`config.mk`:
```
export PLATFORM = sky130hd
export DESIGN_NAME = instr_fetch
export DESIGN_NICKNAME = d
export VERILOG_FILES = /design/src/rtl/instr_fetch.sv
export SDC_FILE = /design/constraint.sdc
export NUM_CORES = 2
export LEC_CHECK = 0
export BUFFER_PORTS_ARGS = -buffer_cell sky130_fd_sc_hd__buf_2
export CORE_MARGIN = 2
export CORE_UTILIZATION = 25
export DETAILED_ROUTE_END_ITERATION = 10
export MAX_ROUTING_LAYER = met4
export PLACE_DENSITY = 0.45
export RECOVER_POWER = 100
export SYNTH_ARGS = -nofsm -noshare
export SYNTH_HDL_FRONTEND = slang
export SYNTH_SLANG_ARGS = --single-unit
```
`constraint.sdc`:
```
create_clock -name clk -period 4.9 [get_ports clk]
set_clock_uncertainty 0.1 [all_clocks]
set_input_delay 0.245 -clock clk [delete_from_list [all_inputs] [get_ports clk]]
set_output_delay 0.245 -clock clk [all_outputs]
set_load 0.03 [all_outputs]
```
`src/rtl/instr_fetch.sv`:
```
`default_nettype none
// ============================================================================
// Module      : instr_fetch
// Description : Program store (2**ADDR_W x INSTR_W) plus instruction register.
//               The store is loaded while idle. In RUN the block steps through
//               a three-cycle instruction slot (phase 0,1,2). At the end of
//               each phase-0 cycle it captures mem[PC] into `literal`. It
//               stops for good when a HALT opcode is captured.
// Ports       :
//   clk          in   system clock, rising edge
//   rst_n        in   asynchronous active-low reset
//   load_en      in   program write strobe, honoured in IDLE only
//   load_addr    in   program write address
//   load_data    in   program write data
//   run          in   level, starts execution from IDLE
//   PC           in   current program counter from the PC stage
//   literal      out  instruction register
//   phase        out  slot phase 0/1/2
//   instr_valid  out  literal holds a fetched instruction (phases 1 and 2)
//   halted       out  HALT opcode has been fetched
// Revision    : 1.0 - initial release
// ============================================================================
module instr_fetch #(
    parameter int         ADDR_W  = 6,
    parameter int         INSTR_W = 49,
    parameter logic [4:0] HALT_OP = 5'h1F
) (
    input  logic               clk,
    input  logic               rst_n,
    input  logic               load_en,
    input  logic [ADDR_W-1:0]  load_addr,
    input  logic [INSTR_W-1:0] load_data,
    input  logic               run,
    input  logic [ADDR_W-1:0]  PC,
    output logic [INSTR_W-1:0] literal,
    output logic [1:0]         phase,
    output logic               instr_valid,
    output logic               halted
);

    localparam int c_DEPTH = 2 ** ADDR_W;

    typedef enum logic [1:0] {
        S_IDLE   = 2'd0,
        S_RUN    = 2'd1,
        S_HALTED = 2'd2
    } state_t;

    // ------------------------------------------------------------------
    // Program store. It has no reset, so its contents survive rst_n.
    // ------------------------------------------------------------------
    logic [INSTR_W-1:0] mem [0:c_DEPTH-1];

    state_t             state_q, state_d;
    logic [1:0]         phase_q, phase_d;
    logic [INSTR_W-1:0] literal_q, literal_d;
    logic               valid_q, valid_d;
    logic               halted_q, halted_d;
    logic               mem_we;

    logic [INSTR_W-1:0] w_fetch_word;
    logic [4:0]         w_fetch_op;
    logic               w_fetch_is_halt;

    // The store read is only ever used as the D input of literal_q.
    // PC therefore reaches the outputs one clock later, never combinationally.
    assign w_fetch_word    = mem[PC];
    assign w_fetch_op      = w_fetch_word[INSTR_W-1 -: 5];
    assign w_fetch_is_halt = (w_fetch_op == HALT_OP);

    always_ff @(posedge clk) begin
        if (mem_we) begin
            mem[load_addr] <= load_data;
        end
    end

    // ------------------------------------------------------------------
    // State register
    // ------------------------------------------------------------------
    always_ff @(posedge clk or negedge rst_n) begin
        if (!rst_n) begin
            state_q   <= S_IDLE;
            phase_q   <= 2'd0;
            literal_q <= '0;
            valid_q   <= 1'b0;
            halted_q  <= 1'b0;
        end else begin
            state_q   <= state_d;
            phase_q   <= phase_d;
            literal_q <= literal_d;
            valid_q   <= valid_d;
            halted_q  <= halted_d;
        end
    end

    // ------------------------------------------------------------------
    // Next-state logic
    // ------------------------------------------------------------------
    always_comb begin
        state_d   = state_q;
        phase_d   = phase_q;
        literal_d = literal_q;
        valid_d   = valid_q;
        halted_d  = halted_q;
        mem_we    = 1'b0;

        case (state_q)
            S_IDLE: begin
                // In IDLE a write and run in the same cycle are both honoured.
                // The first capture happens a full cycle later, so it sees
                // the new word.
                mem_we    = load_en;
                literal_d = '0;
                valid_d   = 1'b0;
                halted_d  = 1'b0;
                phase_d   = 2'd0;
                if (run) begin
                    state_d = S_RUN;
                end
            end

            S_RUN: begin
                case (phase_q)
                    2'd0: begin
                        phase_d   = 2'd1;
                        literal_d = w_fetch_word;
                        if (w_fetch_is_halt) begin
                            // Phase stays frozen at 1 with the HALT word on
                            // literal, but that word is never flagged valid.
                            state_d  = S_HALTED;
                            halted_d = 1'b1;
                            valid_d  = 1'b0;
                        end else begin
                            valid_d  = 1'b1;
                        end
                    end
                    2'd1: begin
                        phase_d = 2'd2;
                    end
                    2'd2: begin
                        // The PC stage updates PC on this same edge. The next
                        // phase-0 cycle therefore sees the new PC as stable.
                        phase_d = 2'd0;
                        valid_d = 1'b0;
                    end
                    default: begin
                        phase_d = 2'd0;
                        valid_d = 1'b0;
                    end
                endcase
            end

            S_HALTED: begin
                // Terminal. Only rst_n leaves this state. run and load_en
                // have no effect here.
                phase_d  = 2'd1;
                valid_d  = 1'b0;
                halted_d = 1'b1;
            end

            default: begin
                state_d   = S_IDLE;
                phase_d   = 2'd0;
                literal_d = '0;
                valid_d   = 1'b0;
                halted_d  = 1'b0;
            end
        endcase
    end

    assign literal     = literal_q;
    assign phase       = phase_q;
    assign instr_valid = valid_q;
    assign halted      = halted_q;

endmodule
`default_nettype wire

```
==> impl_metrics.tcl <==
set metrics [dict create \
    grt-ovfl-total 0 \
    worst-endpoint-required_ps 5290 \
    regToRegStartpoint "state_q[0]" \
    yosys.area.top_type_share 0.7771 \
    global_route.usage.met1 0.2066 \
    clockRootBuffer "sky130_fd_sc_hd__clkbuf_16" \
    min-delay-path-class "input pin to flop" \
    cp.arrival_ps 4750 \
    synth_largest_area_cell "sky130_fd_sc_hd__edfxtp_1" \
    timing.hold.worst.start "PC[3]" \
    floorplan.rows 255 \
    grt_pass1_wl_microns 509900 \
    design.die.area_sq_um 490300 \
    end_kind "flop" \
    worst_slew_pin_slew_ps 2688 \
    first_global_vias 58001 \
    floorplan.die.height_microns 700.2 \
    global_route.usage.total 0.1547 \
    post_drt_via_cell_ratio 4.729 \
    clkTransAtPathRegs_ps 60 \
    ys_top_cells_by_area "sky130_fd_sc_hd__edfxtp_1 78%, sky130_fd_sc_hd__mux4_2 18%, sky130_fd_sc_hd__dfrtp_1 1.1%" \
    maxSlewHeadroom -0.7920 \
    postSynthCellCount 4770 \
    hold-path-cell-count 3 \
    floorplan.die.width_microns 700.2 \
    synth_async_sr_flop_share 0.01724 \
    wire_per_inst_microns 31.42 \
    layout-drive-gt1-share 0.3055 \
    detail_route.drc_violations 0 \
    synthesis.area_sq_um 121200 \
    synth.yosys.warnings 0 \
    synth-edff-count 3136 \
    grt_use_met2 0.2537 \
    timing.reg2reg.setup_slack_ps 540 \
    max_cap_violations 136 \
    finish.net_count 5307 \
    tritoncts "done" \
    core_area_sq_um 482400 \
    synth_ff_type "sky130_fd_sc_hd__edfxtp_1" \
    detailed_place_hpwl_microns 196100 \
    min_period_over_period 0.8893 \
    flow.area_growth_from_synthesis_pct 16.89 \
    setup_total_negative_slack_ps 0 \
    critical_path_peak_fanout 9 \
    cts_post_setup_buffers_inserted 0 \
    violations "capacitance limit, slew limit" \
    power.leakage_uw 0.04264 \
    initial_core_util 0.2512 \
    buffer_ports.inserted 117 \
    avgSynthCellArea_sq_um 25.41 \
    yosys_register_bits 3191 \
    number_of_cts_inserted_buffers 332 \
    setup.worst_path.class "flop to flop" \
    drv_slew 5350 \
    post_synth_num_cell_types 51 \
    number_of_antenna_violations_at_the_first_check_in_global_routing 37 \
    dpl-instance-area_sq_um 131700 \
    maximum_number_of_pins_on_one_net_before_global_route_repair 95 \
    final-setup-viol-count 0 \
    htree_levels 5 \
    power_density_nw_per_um2 421.5 \
    regToRegEndpoint "mem[38][5]" \
    min_period_ps 4358 \
    clock_sink_count 3191 \
    syn_nets 4839 \
    gr_busiest_metal "met2" \
    global_route.usage.met3 0.02247 \
    clock_tree.buffer_depth 4 \
    outcome "finished, violations left" \
    detail-route-antenna-nets 0 \
    launching_element_of_the_worst_setup_path "state_q[0]" \
    clkLatencyLatePin_ps 920 \
    routabilityCongestion 0.7329 \
    timing.hold.worst_endpoint "literal[0]" \
    setup_repair_after_global_routing_missed_its_margin "false" \
    reg2reg_depth 5 \
    fmax_ghz 0.2295 \
    routed_wl_microns 375400 \
    maximum_vdd_drop_mv 0.4347 \
    dr.pass1.iters 7 \
    dr.first_iter.drc_count 6585 \
    report.final.hold_viol_count 0 \
    design_area_sq_um 141700 \
    vias 56509 \
    cp-start-kind "flop" \
    synth-seq-area-share 0.7884 \
    floorplan.io_pins 118 \
]
## layout by cell type, fill, tap and decap left out, types with 39 or more instances in the layout
cell                            netlist  layout
sky130_fd_sc_hd__dlygate4sd3_1        0      49
sky130_fd_sc_hd__mux2i_1             45      45
sky130_fd_sc_hd__clkbuf_1           112     218
sky130_fd_sc_hd__edfxtp_1          3136    3136
sky130_fd_sc_hd__a22o_1              39      39
sky130_fd_sc_hd__clkbuf_2             0      80
sky130_fd_sc_hd__clkinv_2             0      54
sky130_fd_sc_hd__clkinv_1             0      63
sky130_fd_sc_hd__buf_12               0      43
sky130_fd_sc_hd__buf_4               31      47
sky130_fd_sc_hd__mux4_2             981     981
sky130_fd_sc_hd__dfrtp_1             55      55
sky130_fd_sc_hd__clkbuf_16            0     339
sky130_fd_sc_hd__nor2_1              78      43
## power breakdown
part / internal, uW / total, uW / switching, uW
clock network: 14300 / 24900 / 10600
logic: 1380 / 4150 / 2770
registers: 30300 / 30600 / 331
## flip-flops by register name, summed over array words and instances, names as in the netlist
register	cells
halted	1
literal	49
phase	2
mem	3136
instr_valid	1
state_q	2
## per-stage QoR
stage	worst slack (ps)	hold slack [ps]	util	cells	total power, uW
after floorplan	1111	-150.6	-	4770	33270
after global placement	822.8	155.4	0.2729	11279	35450
after detailed placement	902.1	141.2	0.2729	11279	35470
after CTS	1185	0.3434	0.2959	11927	60490
after global routing	544.4	56.66	0.2936	11943	61670
final	542.4	76.13	0.2936	11950	59710
## cell usage after synthesis, drive strengths merged (9+ instances only)
library cell	n
a21oi	20
a22o	39
a22oi	22
buf	141
clkbuf	112
dfrtp	55
edfxtp	3136
mux2i	45
mux4	981
nand2	33
nand3	9
nor2	78
o221ai	11
## layer usage
layer	routed length [microns]	vias to the layer above
met5	0	-
met4	7533	0
met3	21910	462
met2	185700	1876
met1	160300	32291
li1	-	21880
## final cells by class
type | instances | area, sq um
diodes | 23 | 57.56
clock buffers | 428 | 9007
clock inverters | 170 | 1577
fillers | 46688 | 340800
inverters | 7 | 38.79
multi-input cells | 1319 | 24590
flip-flops and latches | 3191 | 95550
well taps | 6425 | 8039
repair buffers | 387 | 2801
## logic make-up (layout without fill, tap and decap cells)
group                      count (synthesis)  in the layout  share of synthesized area
other                                      0             23                          0
adders and majority gates                  4              4                  0.0004130
DFF                                     3191           3191                     0.7884
and+or+nand+nor                          158            158                   0.005978
buffers and inverters                    260            992                    0.01082
muxes                                   1029           1029                     0.1863
AOI/OAI and AO/OA                        128            128                   0.008053
## worst max-delay path, stage by stage (launching register included)
cell                       delay, ps
sky130_fd_sc_hd__dfrtp_1         400
sky130_fd_sc_hd__inv_1           140
sky130_fd_sc_hd__ha_1            420
sky130_fd_sc_hd__nand3_1         660
sky130_fd_sc_hd__nor2_1         1390
sky130_fd_sc_hd__clkbuf_1        810
## what timing repair did
item,CTS,global route
hold buffers,50,0
gates resized for setup,0,0
hold endpoints to repair,2299,0
## worst max-delay path by stage
stage / endpoint / slack, ps / cells after the start
3_3_place_gp: halted / 820 / 8
5_1_grt: mem[38][5] / 540 / 5
2_1_floorplan: mem[40][0] / 1110 / 5
3_5_place_dp: halted / 900 / 8
6_report: mem[38][5] / 540 / 5
4_1_cts: mem[32][11] / 1190 / 6
Power figures use the tool's default switching activity.
